<file path="src/rtl/cc_speedtickgen_if.sv">
// -----------------------------------------------------------------------------
// cc_speedtickgen_if
//
// Purpose:
//   Groups the control requests and status outputs of the speed tick generator
//   into one bundle. Clock and reset stay outside as plain module ports.
//
// Signals:
//   CC_SPEEDTICKGEN_enable_InHigh      run (1) / pause (0)
//   CC_SPEEDTICKGEN_levelup_InHigh     one-cycle level increment request
//   CC_SPEEDTICKGEN_levelclear_InHigh  one-cycle return-to-level-0 request
//   CC_SPEEDTICKGEN_T0_OutLow          registered tick, low for one cycle
//   CC_SPEEDTICKGEN_level_OutBUS       current speed level
//   CC_SPEEDTICKGEN_maxlevel_OutHigh   high while the level is saturated
//   CC_SPEEDTICKGEN_count_OutBUS       current counter value (debug/display)
//
// Modports:
//   master - game control / consumer side (drives requests, reads status)
//   slave  - the tick generator itself
// -----------------------------------------------------------------------------
interface cc_speedtickgen_if #(
  parameter int unsigned DATAWIDTH  = 23,
  parameter int unsigned LEVELWIDTH = 3
);

  logic                  CC_SPEEDTICKGEN_enable_InHigh;
  logic                  CC_SPEEDTICKGEN_levelup_InHigh;
  logic                  CC_SPEEDTICKGEN_levelclear_InHigh;
  logic                  CC_SPEEDTICKGEN_T0_OutLow;
  logic [LEVELWIDTH-1:0] CC_SPEEDTICKGEN_level_OutBUS;
  logic                  CC_SPEEDTICKGEN_maxlevel_OutHigh;
  logic [DATAWIDTH-1:0]  CC_SPEEDTICKGEN_count_OutBUS;

  modport master (
    output CC_SPEEDTICKGEN_enable_InHigh,
    output CC_SPEEDTICKGEN_levelup_InHigh,
    output CC_SPEEDTICKGEN_levelclear_InHigh,
    input  CC_SPEEDTICKGEN_T0_OutLow,
    input  CC_SPEEDTICKGEN_level_OutBUS,
    input  CC_SPEEDTICKGEN_maxlevel_OutHigh,
    input  CC_SPEEDTICKGEN_count_OutBUS
  );

  modport slave (
    input  CC_SPEEDTICKGEN_enable_InHigh,
    input  CC_SPEEDTICKGEN_levelup_InHigh,
    input  CC_SPEEDTICKGEN_levelclear_InHigh,
    output CC_SPEEDTICKGEN_T0_OutLow,
    output CC_SPEEDTICKGEN_level_OutBUS,
    output CC_SPEEDTICKGEN_maxlevel_OutHigh,
    output CC_SPEEDTICKGEN_count_OutBUS
  );

endinterface : cc_speedtickgen_if

</file>
<file path="src/rtl/cc_speedtickgen.sv">
// -----------------------------------------------------------------------------
// cc_speedtickgen
//
// Purpose:
//   Level-selectable speed tick generator for the game-object movement
//   pipeline. A free-running counter counts 0..TC and wraps; on the wrap it
//   emits a one-cycle active-low tick. TC = BASE - level*STEP, so the tick
//   period (TC+1 cycles) shortens as the level rises. Game control raises the
//   level one step at a time (saturating at MAXLEVEL) or clears it to 0.
//
// Ports:
//   CC_SPEEDTICKGEN_CLOCK_50     in   system clock, rising edge
//   CC_SPEEDTICKGEN_RESET_InLow  in   synchronous active-low reset
//   tick_bus                     slave modport of cc_speedtickgen_if:
//     enable_InHigh      in   run/pause
//     levelup_InHigh     in   level increment request
//     levelclear_InHigh  in   level clear request (wins over levelup)
//     T0_OutLow          out  registered tick, low for exactly one cycle
//     level_OutBUS       out  current level
//     maxlevel_OutHigh   out  level == MAXLEVEL
//     count_OutBUS       out  current counter value
// -----------------------------------------------------------------------------
module cc_speedtickgen #(
  parameter int unsigned                           SPEEDTICKGEN_DATAWIDTH  = 23,
  parameter int unsigned                           SPEEDTICKGEN_LEVELWIDTH = 3,
  parameter int unsigned                           SPEEDTICKGEN_MAXLEVEL   = 7,
  parameter logic [SPEEDTICKGEN_DATAWIDTH-1:0]     SPEEDTICKGEN_BASE       = 23'h7FFFFF,
  parameter logic [SPEEDTICKGEN_DATAWIDTH-1:0]     SPEEDTICKGEN_STEP       = 23'h0C0000
) (
  input  logic               CC_SPEEDTICKGEN_CLOCK_50,
  input  logic               CC_SPEEDTICKGEN_RESET_InLow,
  cc_speedtickgen_if.slave   tick_bus
);

  localparam int unsigned DW = SPEEDTICKGEN_DATAWIDTH;
  localparam int unsigned LW = SPEEDTICKGEN_LEVELWIDTH;
  localparam int unsigned NUM_LEVEL_CODES = 2 ** LW;
  localparam logic [LW-1:0] MAXLEVEL_L = LW'(SPEEDTICKGEN_MAXLEVEL);

  // ---------------------------------------------------------------------------
  // Elaboration-time parameter sanity checks. The terminal count at the top
  // level must stay >= 1, otherwise the per-level subtraction could wrap.
  // ---------------------------------------------------------------------------
  if (SPEEDTICKGEN_MAXLEVEL > NUM_LEVEL_CODES - 1) begin : g_chk_maxlevel
    $fatal(1, "cc_speedtickgen: MAXLEVEL does not fit in LEVELWIDTH bits");
  end

  if (64'(SPEEDTICKGEN_BASE) <
      (64'(SPEEDTICKGEN_MAXLEVEL) * 64'(SPEEDTICKGEN_STEP)) + 64'd1) begin : g_chk_tc
    $fatal(1, "cc_speedtickgen: BASE - MAXLEVEL*STEP must be >= 1");
  end

  // ---------------------------------------------------------------------------
  // Terminal-count table, one constant entry per level code. Codes above
  // MAXLEVEL are unreachable; they repeat the top-level TC so the table is
  // fully defined and never underflows.
  // ---------------------------------------------------------------------------
  logic [DW-1:0] tc_table [NUM_LEVEL_CODES];

  for (genvar gi = 0; gi < NUM_LEVEL_CODES; gi++) begin : g_tc_table
    if (gi <= SPEEDTICKGEN_MAXLEVEL) begin : g_valid
      assign tc_table[gi] = SPEEDTICKGEN_BASE - (DW'(gi) * SPEEDTICKGEN_STEP);
    end else begin : g_unused
      assign tc_table[gi] = SPEEDTICKGEN_BASE - (DW'(SPEEDTICKGEN_MAXLEVEL) * SPEEDTICKGEN_STEP);
    end
  end

  // ---------------------------------------------------------------------------
  // State
  // ---------------------------------------------------------------------------
  logic [DW-1:0] count_q, count_d;
  logic [LW-1:0] level_q, level_d;
  logic          t0_q,    t0_d;

  logic [DW-1:0] tc;
  logic          at_tc;
  logic          level_change;

  logic enable_i, levelup_i, levelclear_i;
  assign enable_i     = tick_bus.CC_SPEEDTICKGEN_enable_InHigh;
  assign levelup_i    = tick_bus.CC_SPEEDTICKGEN_levelup_InHigh;
  assign levelclear_i = tick_bus.CC_SPEEDTICKGEN_levelclear_InHigh;

  // TC always reflects the current (old) level, so a tick coinciding with a
  // level change is still judged against the period that was running.
  assign tc    = tc_table[level_q];
  assign at_tc = (count_q == tc);

  // ---------------------------------------------------------------------------
  // Next-state logic
  // ---------------------------------------------------------------------------
  always_comb begin
    level_d      = level_q;
    level_change = 1'b0;

    // Clear has priority over levelup. Requests that would not change the
    // level (clear at 0, levelup at max) are not treated as a change, so the
    // counter is left alone in those cases.
    if (levelclear_i) begin
      level_d      = '0;
      level_change = (level_q != '0);
    end else if (levelup_i && (level_q != MAXLEVEL_L)) begin
      level_d      = level_q + LW'(1);
      level_change = 1'b1;
    end
  end

  always_comb begin
    count_d = count_q;
    t0_d    = 1'b1;

    if (enable_i) begin
      if (at_tc) begin
        count_d = '0;
        t0_d    = 1'b0;
      end else begin
        count_d = count_q + DW'(1);
      end
    end

    // A real level change restarts the period regardless of enable, so a
    // shrinking TC can never leave the counter stranded above it. The tick
    // decision above is unaffected.
    if (level_change) begin
      count_d = '0;
    end
  end

  // ---------------------------------------------------------------------------
  // Registers
  // ---------------------------------------------------------------------------
  always_ff @(posedge CC_SPEEDTICKGEN_CLOCK_50) begin
    if (!CC_SPEEDTICKGEN_RESET_InLow) begin
      count_q <= '0;
      level_q <= '0;
      t0_q    <= 1'b1;
    end else begin
      count_q <= count_d;
      level_q <= level_d;
      t0_q    <= t0_d;
    end
  end

  // ---------------------------------------------------------------------------
  // Outputs
  // ---------------------------------------------------------------------------
  assign tick_bus.CC_SPEEDTICKGEN_T0_OutLow        = t0_q;
  assign tick_bus.CC_SPEEDTICKGEN_level_OutBUS     = level_q;
  assign tick_bus.CC_SPEEDTICKGEN_maxlevel_OutHigh = (level_q == MAXLEVEL_L);
  assign tick_bus.CC_SPEEDTICKGEN_count_OutBUS     = count_q;

endmodule : cc_speedtickgen
</file>
<file path="src/flat_wrapper.sv">
// flat-port wrapper written by rule: the top's interface ports become plain ports
module cc_speedtickgen_flat 
#(
  parameter int unsigned                           SPEEDTICKGEN_DATAWIDTH  = 23,
  parameter int unsigned                           SPEEDTICKGEN_LEVELWIDTH = 3,
  parameter int unsigned                           SPEEDTICKGEN_MAXLEVEL   = 7,
  parameter logic [SPEEDTICKGEN_DATAWIDTH-1:0]     SPEEDTICKGEN_BASE       = 23'h7FFFFF,
  parameter logic [SPEEDTICKGEN_DATAWIDTH-1:0]     SPEEDTICKGEN_STEP       = 23'h0C0000
)
  (CC_SPEEDTICKGEN_CLOCK_50, CC_SPEEDTICKGEN_RESET_InLow, tick_bus_CC_SPEEDTICKGEN_enable_InHigh, tick_bus_CC_SPEEDTICKGEN_levelup_InHigh, tick_bus_CC_SPEEDTICKGEN_levelclear_InHigh, tick_bus_CC_SPEEDTICKGEN_T0_OutLow, tick_bus_CC_SPEEDTICKGEN_level_OutBUS, tick_bus_CC_SPEEDTICKGEN_maxlevel_OutHigh, tick_bus_CC_SPEEDTICKGEN_count_OutBUS);
  cc_speedtickgen_if tick_bus_i ();
  input  logic CC_SPEEDTICKGEN_CLOCK_50;
  input  logic CC_SPEEDTICKGEN_RESET_InLow;
  input wire logic [$bits(tick_bus_i.CC_SPEEDTICKGEN_enable_InHigh)-1:0] tick_bus_CC_SPEEDTICKGEN_enable_InHigh;
  input wire logic [$bits(tick_bus_i.CC_SPEEDTICKGEN_levelup_InHigh)-1:0] tick_bus_CC_SPEEDTICKGEN_levelup_InHigh;
  input wire logic [$bits(tick_bus_i.CC_SPEEDTICKGEN_levelclear_InHigh)-1:0] tick_bus_CC_SPEEDTICKGEN_levelclear_InHigh;
  output wire logic [$bits(tick_bus_i.CC_SPEEDTICKGEN_T0_OutLow)-1:0] tick_bus_CC_SPEEDTICKGEN_T0_OutLow;
  output wire logic [$bits(tick_bus_i.CC_SPEEDTICKGEN_level_OutBUS)-1:0] tick_bus_CC_SPEEDTICKGEN_level_OutBUS;
  output wire logic [$bits(tick_bus_i.CC_SPEEDTICKGEN_maxlevel_OutHigh)-1:0] tick_bus_CC_SPEEDTICKGEN_maxlevel_OutHigh;
  output wire logic [$bits(tick_bus_i.CC_SPEEDTICKGEN_count_OutBUS)-1:0] tick_bus_CC_SPEEDTICKGEN_count_OutBUS;
  assign tick_bus_i.CC_SPEEDTICKGEN_enable_InHigh = tick_bus_CC_SPEEDTICKGEN_enable_InHigh;
  assign tick_bus_i.CC_SPEEDTICKGEN_levelup_InHigh = tick_bus_CC_SPEEDTICKGEN_levelup_InHigh;
  assign tick_bus_i.CC_SPEEDTICKGEN_levelclear_InHigh = tick_bus_CC_SPEEDTICKGEN_levelclear_InHigh;
  assign tick_bus_CC_SPEEDTICKGEN_T0_OutLow = tick_bus_i.CC_SPEEDTICKGEN_T0_OutLow;
  assign tick_bus_CC_SPEEDTICKGEN_level_OutBUS = tick_bus_i.CC_SPEEDTICKGEN_level_OutBUS;
  assign tick_bus_CC_SPEEDTICKGEN_maxlevel_OutHigh = tick_bus_i.CC_SPEEDTICKGEN_maxlevel_OutHigh;
  assign tick_bus_CC_SPEEDTICKGEN_count_OutBUS = tick_bus_i.CC_SPEEDTICKGEN_count_OutBUS;
  cc_speedtickgen #(.SPEEDTICKGEN_DATAWIDTH(SPEEDTICKGEN_DATAWIDTH), .SPEEDTICKGEN_LEVELWIDTH(SPEEDTICKGEN_LEVELWIDTH), .SPEEDTICKGEN_MAXLEVEL(SPEEDTICKGEN_MAXLEVEL), .SPEEDTICKGEN_BASE(SPEEDTICKGEN_BASE), .SPEEDTICKGEN_STEP(SPEEDTICKGEN_STEP)) u_core (.CC_SPEEDTICKGEN_CLOCK_50(CC_SPEEDTICKGEN_CLOCK_50), .CC_SPEEDTICKGEN_RESET_InLow(CC_SPEEDTICKGEN_RESET_InLow), .tick_bus(tick_bus_i));
endmodule
</file>
<file path="config.mk">
export PLATFORM = sky130hd
export DESIGN_NAME = cc_speedtickgen_flat
export DESIGN_NICKNAME = d
export VERILOG_FILES = /design/src/rtl/cc_speedtickgen_if.sv /design/src/rtl/cc_speedtickgen.sv /design/src/flat_wrapper.sv
export SDC_FILE = /design/constraint.sdc
export NUM_CORES = 1
export LEC_CHECK = 0
export ABC_AREA = 1
export CORE_MARGIN = 5
export CORE_UTILIZATION = 60
export CTS_CLUSTER_DIAMETER = 30
export DETAILED_ROUTE_END_ITERATION = 6
export DONT_BUFFER_PORTS = 1
export GPL_ROUTABILITY_DRIVEN = 1
export PLACE_DENSITY = 0.74
export SKIP_LAST_GASP = 1
export SLEW_MARGIN = 20
export SYNTH_ARGS = -nofsm -noshare
export SYNTH_HDL_FRONTEND = slang
export SYNTH_SLANG_ARGS = --single-unit
</file>
<file path="constraint.sdc">
create_clock -name CC_SPEEDTICKGEN_CLOCK_50 -period 2.5 [get_ports CC_SPEEDTICKGEN_CLOCK_50]
set_clock_uncertainty 0.15 [all_clocks]
set_input_delay 0.375 -clock CC_SPEEDTICKGEN_CLOCK_50 [delete_from_list [all_inputs] [get_ports CC_SPEEDTICKGEN_CLOCK_50]]
set_output_delay 0.375 -clock CC_SPEEDTICKGEN_CLOCK_50 [all_outputs]
set_load 0.02 [all_outputs]
</file>
; After elaboration in Yosys (flattened, before gate mapping)
; Memories as Yosys holds them, arrays and structs flattened.
; Cells that the tools add are included.
; Widths: inputs -> output; s select.
[totals]
output_inout_bits = 28
regBits = 27
mem_count = 1
rom_bits = 184
elab_cells = 23
[mem_list]
columns = memory, words, width, read_ports, rd_ports_with_merged_regs, write_ports, line_no
row1 = (no name shown), 8, 23, 1, 0, 0, cc_speedtickgen.sv:86  ; assign tc = tc_table[level_q];
[op_classes]
mux = 6
eq_ne = 3
bitwise_logic = 2
add_sub_neg = 2
reduce_logical = 5
order_cmp = 1
[op_table]
columns = operator, n
row1 = $mux 23, 3
row2 = $add 23x1->23 const B, 1
row3 = $eq 23x23->1, 1
row4 = $ge 4x4->1 const B, 1
row5 = $not 3->4, 1
row6 = $reduce_or 2->1, 2
row7 = $add 3x1->3 const B, 1
row8 = $eq 3x3->1 const B, 1
row9 = $mux 1, 3
row10 = $ne 3x3->1 const B, 1
row11 = $reduce_bool 3->1, 1
row12 = $reduce_and 2->1, 1
row13 = $logic_and 1x1->1, 1
row14 = $not 1->1, 1

; Depth between registers and ports, before layout
[depth]
word_depth = 6
ltp_mapped = 12
mapped_depth_nobuf = 11

; Least setup slack after synthesis
; OpenSTA, ideal clock, no wires.
[synth_path]
path_kind = reg-to-reg
start = register u_core.level_q[1], in the netlist u_core.tick_bus.CC_SPEEDTICKGEN_level_OutBUS[1]
end = register u_core.count_q[1], in the netlist u_core.tick_bus.CC_SPEEDTICKGEN_count_OutBUS[1]
n_path_buf = 1
synth_period_minus_slack_ps = 1947
setup_ps = 62
slack_ps = 553
arrival_ps = 1735
path_stages_with_launch = 8
cell_sequence = dfxtp_1 -> ha_1 -> ha_1 -> nor2_1 -> o21ai_0 -> nand2_2 -> buf_8 -> nor2_2
[synth_via]
elab_chain_len = 6
elab_cells_between_ends = 12
[synth_rtl]
columns = element, line_no
row1 = from (decl), cc_speedtickgen.sv:72  ; logic [LW-1:0] level_q, level_d;
row2 = from (signal assigned), cc_speedtickgen.sv:139  ; level_q <= level_d;
row3 = $not 3->4 (implied by the code), cc_speedtickgen.sv:86
row4 = $mem_v2 8x23, -
row5 = $mux 23 (implied by the code) (2 in a row), cc_speedtickgen.sv:86
row6 = $eq 23x23->1, cc_speedtickgen.sv:87  ; assign at_tc = (count_q == tc);
row7 = $mux 23, cc_speedtickgen.sv:113  ; if (at_tc) begin
row8 = to (signal assigned), cc_speedtickgen.sv:138  ; count_q <= count_d;
row9 = to (decl), cc_speedtickgen.sv:71  ; logic [DW-1:0] count_q, count_d;
; Several ways; a longest one is shown, not always the timed one. The select of a mux whose other input is x is not followed.
; A chain may end at the register's enable or synchronous reset.

; Worst setup path in the final report
[layout_path]
start = register u_core.level_q[0], in the netlist u_core.tick_bus.CC_SPEEDTICKGEN_level_OutBUS[0]
end = register u_core.count_q[17], in the netlist u_core.tick_bus.CC_SPEEDTICKGEN_count_OutBUS[17]
; Same word-level chain as after synthesis.

==> out/results.ini <==
[outcome]
status=complete, no violations

[critical_path]
start_kind=flip-flop
worst_ep_arrival_time_ps=2240
crit_path_end_kind=flip-flop
required_ps=2580
crit_type=flip-flop to flip-flop
path_max_fanout=15

[place]
gp_congestion=0.899
place_inst=265
port_buffers=0
dp_hpwl_microns=2740

[routing]
wl_microns=3420
vias_per_cell=5.35
drtPass1Iterations=4
detail-route-antenna-nets=0
wl_per_cell_microns=12.7
drc=0
drt_iter0_markers=71
vias=1445

[layout]
num_antenna_cells=0
layout-drive-gt1-share_pct=12.5
layout_commonest_cell=nand2_1
multi_input_area_sq_um=920
ff_latch_area_sq_um=541
final_cell_mix=58 x nand2_1, 38 x nor2_1, 28 x inv_1
fin_util_pct=67.2
finalNonFillerCells=270
nNetsFinal=253
area_growth_pct=6.08
num-fill-cells=221

[sta]
hold_violations=0
final-setup-viol-count=0
worstMarginPinSlew_ps=429
min_period_ps=2150
max-slew-margin-rel_pct=71.4
fin_tns_setup_ps=0
hold_slack_ps=72.9
period_share_pct=86.1
maxSlewViolCount=0
grt_setup_unrepaired=no
max_freq_mhz=465

[floorplanning]
std_cell_rows=18
core-area_sq_mm=0.00250
die_h_microns=61.4
pin_count=33
dieArea_sq_mm=0.00377
start_util_pct=63.4
fp.dieW_microns=61.4

[cts]
cts-root-buf=clkbuf_4
cts_resized=0
cts.path.max_buffers=2
cts_tree=built
post_cts_buffers=0
htreeDepth=1
hold_buffers=1
numCtsBuffers=3
clock-sinks=27
clk_pin_slew_worst_paths_ps=150
clock_latency_ps=330

[global_routing]
grt_usage_pct=19.9
grt_remaining_overflow=0
first_global_vias=1380
grt_pass1_wl_microns=5710
grt_max_degree=16
antenna_found_initial=0

[yosys]
synth_cells=231
synth-seq-area-share_pct=34.1
syn_avg_cell_area_sq_um=6.86
synth_cell_type_count=19
ys.warnings.count=0
ys_ff_latch=27
syn_area_sq_mm=0.00158
synth.net_count=243

[hold_path]
hp-class=primary input to flip-flop

[job]
maxCapViolCount=0

[power]
p_per_area_mw_per_mm2=409
p_leak_nw=0.652
vdd_drop_max_mv=0.308
power.total_mw=0.686

## state kept, by name (all words and copies together) (netlist names)
name,flops
u_core.tick_bus.CC_SPEEDTICKGEN_count_OutBUS,23
u_core.tick_bus.CC_SPEEDTICKGEN_level_OutBUS,3
u_core.tick_bus.CC_SPEEDTICKGEN_T0_OutLow,1
## cell type report
| cell class | count | share of cell area (%) |
|---|---|---|
| Clock buffer | 4 | 1.56 |
| Inverter | 29 | 6.48 |
| Multi-Input combinational cell | 174 | 54.7 |
| Sequential cell | 27 | 32.2 |
| Tap cell | 30 | 2.23 |
| Timing Repair Buffer | 6 | 2.83 |
## cell usage after synthesis (all sizes together)
library cell | n | area, sq um
buf | 1 | 15.0
nand2 | 62 | 243
nor2 | 54 | 258
inv | 29 | 109
ha | 7 | 87.6
nand4 | 5 | 31.3
xnor2 | 7 | 61.3
dfxtp | 27 | 541
o21ai | 4 | 20.0
a21oi | 3 | 15.0
xor2 | 9 | 78.8
nor3 | 2 | 10.0
nand3 | 20 | 105
mux2i | 1 | 10.0
## logic make-up (layout without fill, tap and decap cells)
group	Yosys count	count (layout)	synth area share (%)
AOI/OAI and AO/OA	7	7	2.21
xor gates and xnor gates	16	16	8.85
adders and majority gates	7	7	5.53
buffers and inverters	30	39	7.82
DFF	27	27	34.1
muxes	1	1	0.632
and+or+nand+nor	143	143	40.8
## stage by stage
step,instance area [sq um],setup slack [ps]
after floorplan,1580,553
after global placement,1640,418
after detailed placement,1640,358
after CTS,1680,328
after global routing,1680,146
final,1680,347
## final timing paths
path,startpoint,endpoint,slack [ps],cells past startpoint
worst max-delay path,u_core.tick_bus.CC_SPEEDTICKGEN_level_OutBUS[0]$_SDFFE_PP0P_,flip-flop,350,11
worst min-delay path,tick_bus_CC_SPEEDTICKGEN_enable_InHigh,u_core.tick_bus.CC_SPEEDTICKGEN_count_OutBUS[1]$_SDFFE_PP0P_,70,2
worst max register to register,u_core.tick_bus.CC_SPEEDTICKGEN_level_OutBUS[0]$_SDFFE_PP0P_,flip-flop,350,11
worst min register to register,u_core.tick_bus.CC_SPEEDTICKGEN_level_OutBUS[1]$_SDFFE_PP0P_,u_core.tick_bus.CC_SPEEDTICKGEN_level_OutBUS[1]$_SDFFE_PP0P_,460,2
## worst max-delay path, stage by stage, from the launching register on
cell and delay, ps:
dfxtp_1 530, inv_1 170, ha_1 330, inv_1 50, nand2_1 60, nand2_1 40
nor2_1 70, nand2_1 60, nor2_2 110, nand3_2 80, nand2_2 330, nor2_1 70
## where the power goes
group          total (mW)  switching (mW)  internal, mW
clock               0.195           0.132        0.0627
sequential          0.443         0.00895         0.434
combinational      0.0485          0.0345        0.0140
total               0.686           0.176         0.511
## metal layers
layer | track usage, % | vias to the layer above | part of all wire, %
met2 | 35.8 | 35 | 51
li1 | - | 733 | -
met5 | 0 | - | 0
met4 | 10.6 | 0 | 1.7
met3 | 5.24 | 6 | 5.9
met1 | 21.1 | 671 | 41
No activity file was read; power rests on OpenSTA's default activity.
==> patch: new RTL, same flow settings <==
Register the output `tick_bus.CC_SPEEDTICKGEN_maxlevel_OutHigh`; this adds one clock of latency there.
--- a/src/rtl/cc_speedtickgen.sv
+++ b/src/rtl/cc_speedtickgen.sv
@@ -148,3 +148,5 @@
   assign tick_bus.CC_SPEEDTICKGEN_level_OutBUS     = level_q;
-  assign tick_bus.CC_SPEEDTICKGEN_maxlevel_OutHigh = (level_q == MAXLEVEL_L);
+  always_ff @(posedge CC_SPEEDTICKGEN_CLOCK_50) begin
+    tick_bus.CC_SPEEDTICKGEN_maxlevel_OutHigh <= (level_q == MAXLEVEL_L);
+  end
   assign tick_bus.CC_SPEEDTICKGEN_count_OutBUS     = count_q;
Function: changed (a bounded check fails within 10 cycles, from zero or initial values).
==> patch against the original RTL <==
- via count is 0.69% lower
- combinational power decreased by 1%
- setup slack got worse by 0.010 ns
- die area rose by 1.1%
- design area shrank 0.37%
- non-clock buffer count is 3 lower
- routed wire length rose by 0.85%
- critical path depth did not move
- largest cell class unchanged
- first-iteration DRC count up 37%
- synthesized area is 1.3% higher
- sequential cell count is 1 higher
- power grew 1.7%
- count of clock-buffer cells in the layout fell by 1
==> patch: results (changes against the original RTL) <==
<table>
<tr><th>Metric</th><th>Value</th></tr>
<tr><th colspan="2">Place</th></tr>
<tr><td>Post-DP Area</td><td>1640 um2 (-0.15%)</td></tr>
<tr><td>Half-perimeter wire length after detailed placement</td><td>2680 um (-2.2%)</td></tr>
<tr><td>Pre-CTS setup slack</td><td>0.368 ns (+0.0101 ns)</td></tr>
<tr><th colspan="2">Cells and area</th></tr>
<tr><td>Fin cells</td><td>267 (-1.1%)</td></tr>
<tr><td>Final sequential cell count</td><td>28 (+3.7%)</td></tr>
<tr><td>Non-clock buffer count in the final layout</td><td>3 (-3)</td></tr>
<tr><td>Share of final layout cell area taken by non-clock buffers</td><td>0.0149 (-0.0133)</td></tr>
<tr><td>Sequential cell area share</td><td>0.335 (+0.0132)</td></tr>
<tr><td>Fill cell total of the finished layout</td><td>236 (+6.8%)</td></tr>
<tr><th colspan="2">Routing</th></tr>
<tr><td>Total met2 wirelength after detailed routing</td><td>1530 um (-12%)</td></tr>
<tr><td>Met3 WL post-DR</td><td>285 um (+40%)</td></tr>
<tr><td>Via count of the routed design</td><td>1435 (-0.69%)</td></tr>
<tr><td>Wire length per cell</td><td>12.9 um (+2.0%)</td></tr>
<tr><td>Violation count after the first detailed-routing iteration</td><td>97 (+37%)</td></tr>
<tr><th colspan="2">GRT</th></tr>
<tr><td>Met3 capacity usage during global routing</td><td>0.0579 (+0.00544)</td></tr>
<tr><td>Met2 Use GR</td><td>0.312 (-0.0456)</td></tr>
<tr><td>Vias in the first global route</td><td>1306 (-5.4%)</td></tr>
<tr><td>Global Route Usage Sum</td><td>0.207 (+0.00760)</td></tr>
<tr><td>Met1 track demand over resource</td><td>0.287 (+0.0752)</td></tr>
<tr><th colspan="2">Pwr</th></tr>
<tr><td>Reg power frac</td><td>0.658 (+0.012)</td></tr>
<tr><td>Static Leakage</td><td>0.642 nW (-1.5%)</td></tr>
<tr><td>Logic power comb</td><td>47.8 uW (-1%)</td></tr>
<tr><th colspan="2">Synthesis</th></tr>
<tr><td>Post-synth top cells</td><td>nand2_1, nor2_1, dfxtp_1, inv_1, nand3_1</td></tr>
<tr><td>Syn_nets</td><td>244 (+0.41%)</td></tr>
<tr><td>Most area-consuming cells after synthesis</td><td>dfxtp_1, nand2_1, nor2_1</td></tr>
<tr><td>Sequential cell area fraction in the yosys report</td><td>0.349 (+0.00822)</td></tr>
<tr><th colspan="2">Outcome</th></tr>
<tr><td>Outcome</td><td>finished, final reports clean</td></tr>
</table>
[patch: path summary, 6_finish.rpt]
kind	from	endpoint	slack, ns
worst min register to register	flip-flop	flip-flop	0.53
worst max register to register	u_core.tick_bus.CC_SPEEDTICKGEN_level_OutBUS[0]$_SDFFE_PP0P_	flip-flop	0.34
worst min-delay path	tick_bus_CC_SPEEDTICKGEN_enable_InHigh	u_core.tick_bus.CC_SPEEDTICKGEN_count_OutBUS[1]$_SDFFE_PP0P_	0.07
worst max-delay path	u_core.tick_bus.CC_SPEEDTICKGEN_level_OutBUS[0]$_SDFFE_PP0P_	flip-flop	0.34
[patch: kinds of logic (layout without fill, tap and decap cells)]
family	count (synthesis)	count (layout)	share of synthesized area
simple gates	143	143	0.403
buf+inv	30	35	0.0772
flops	28	28	0.349
xor+xnor	16	16	0.0874
fa+ha+maj	7	7	0.0546
compound gates	7	7	0.0218
mux	1	1	0.00624
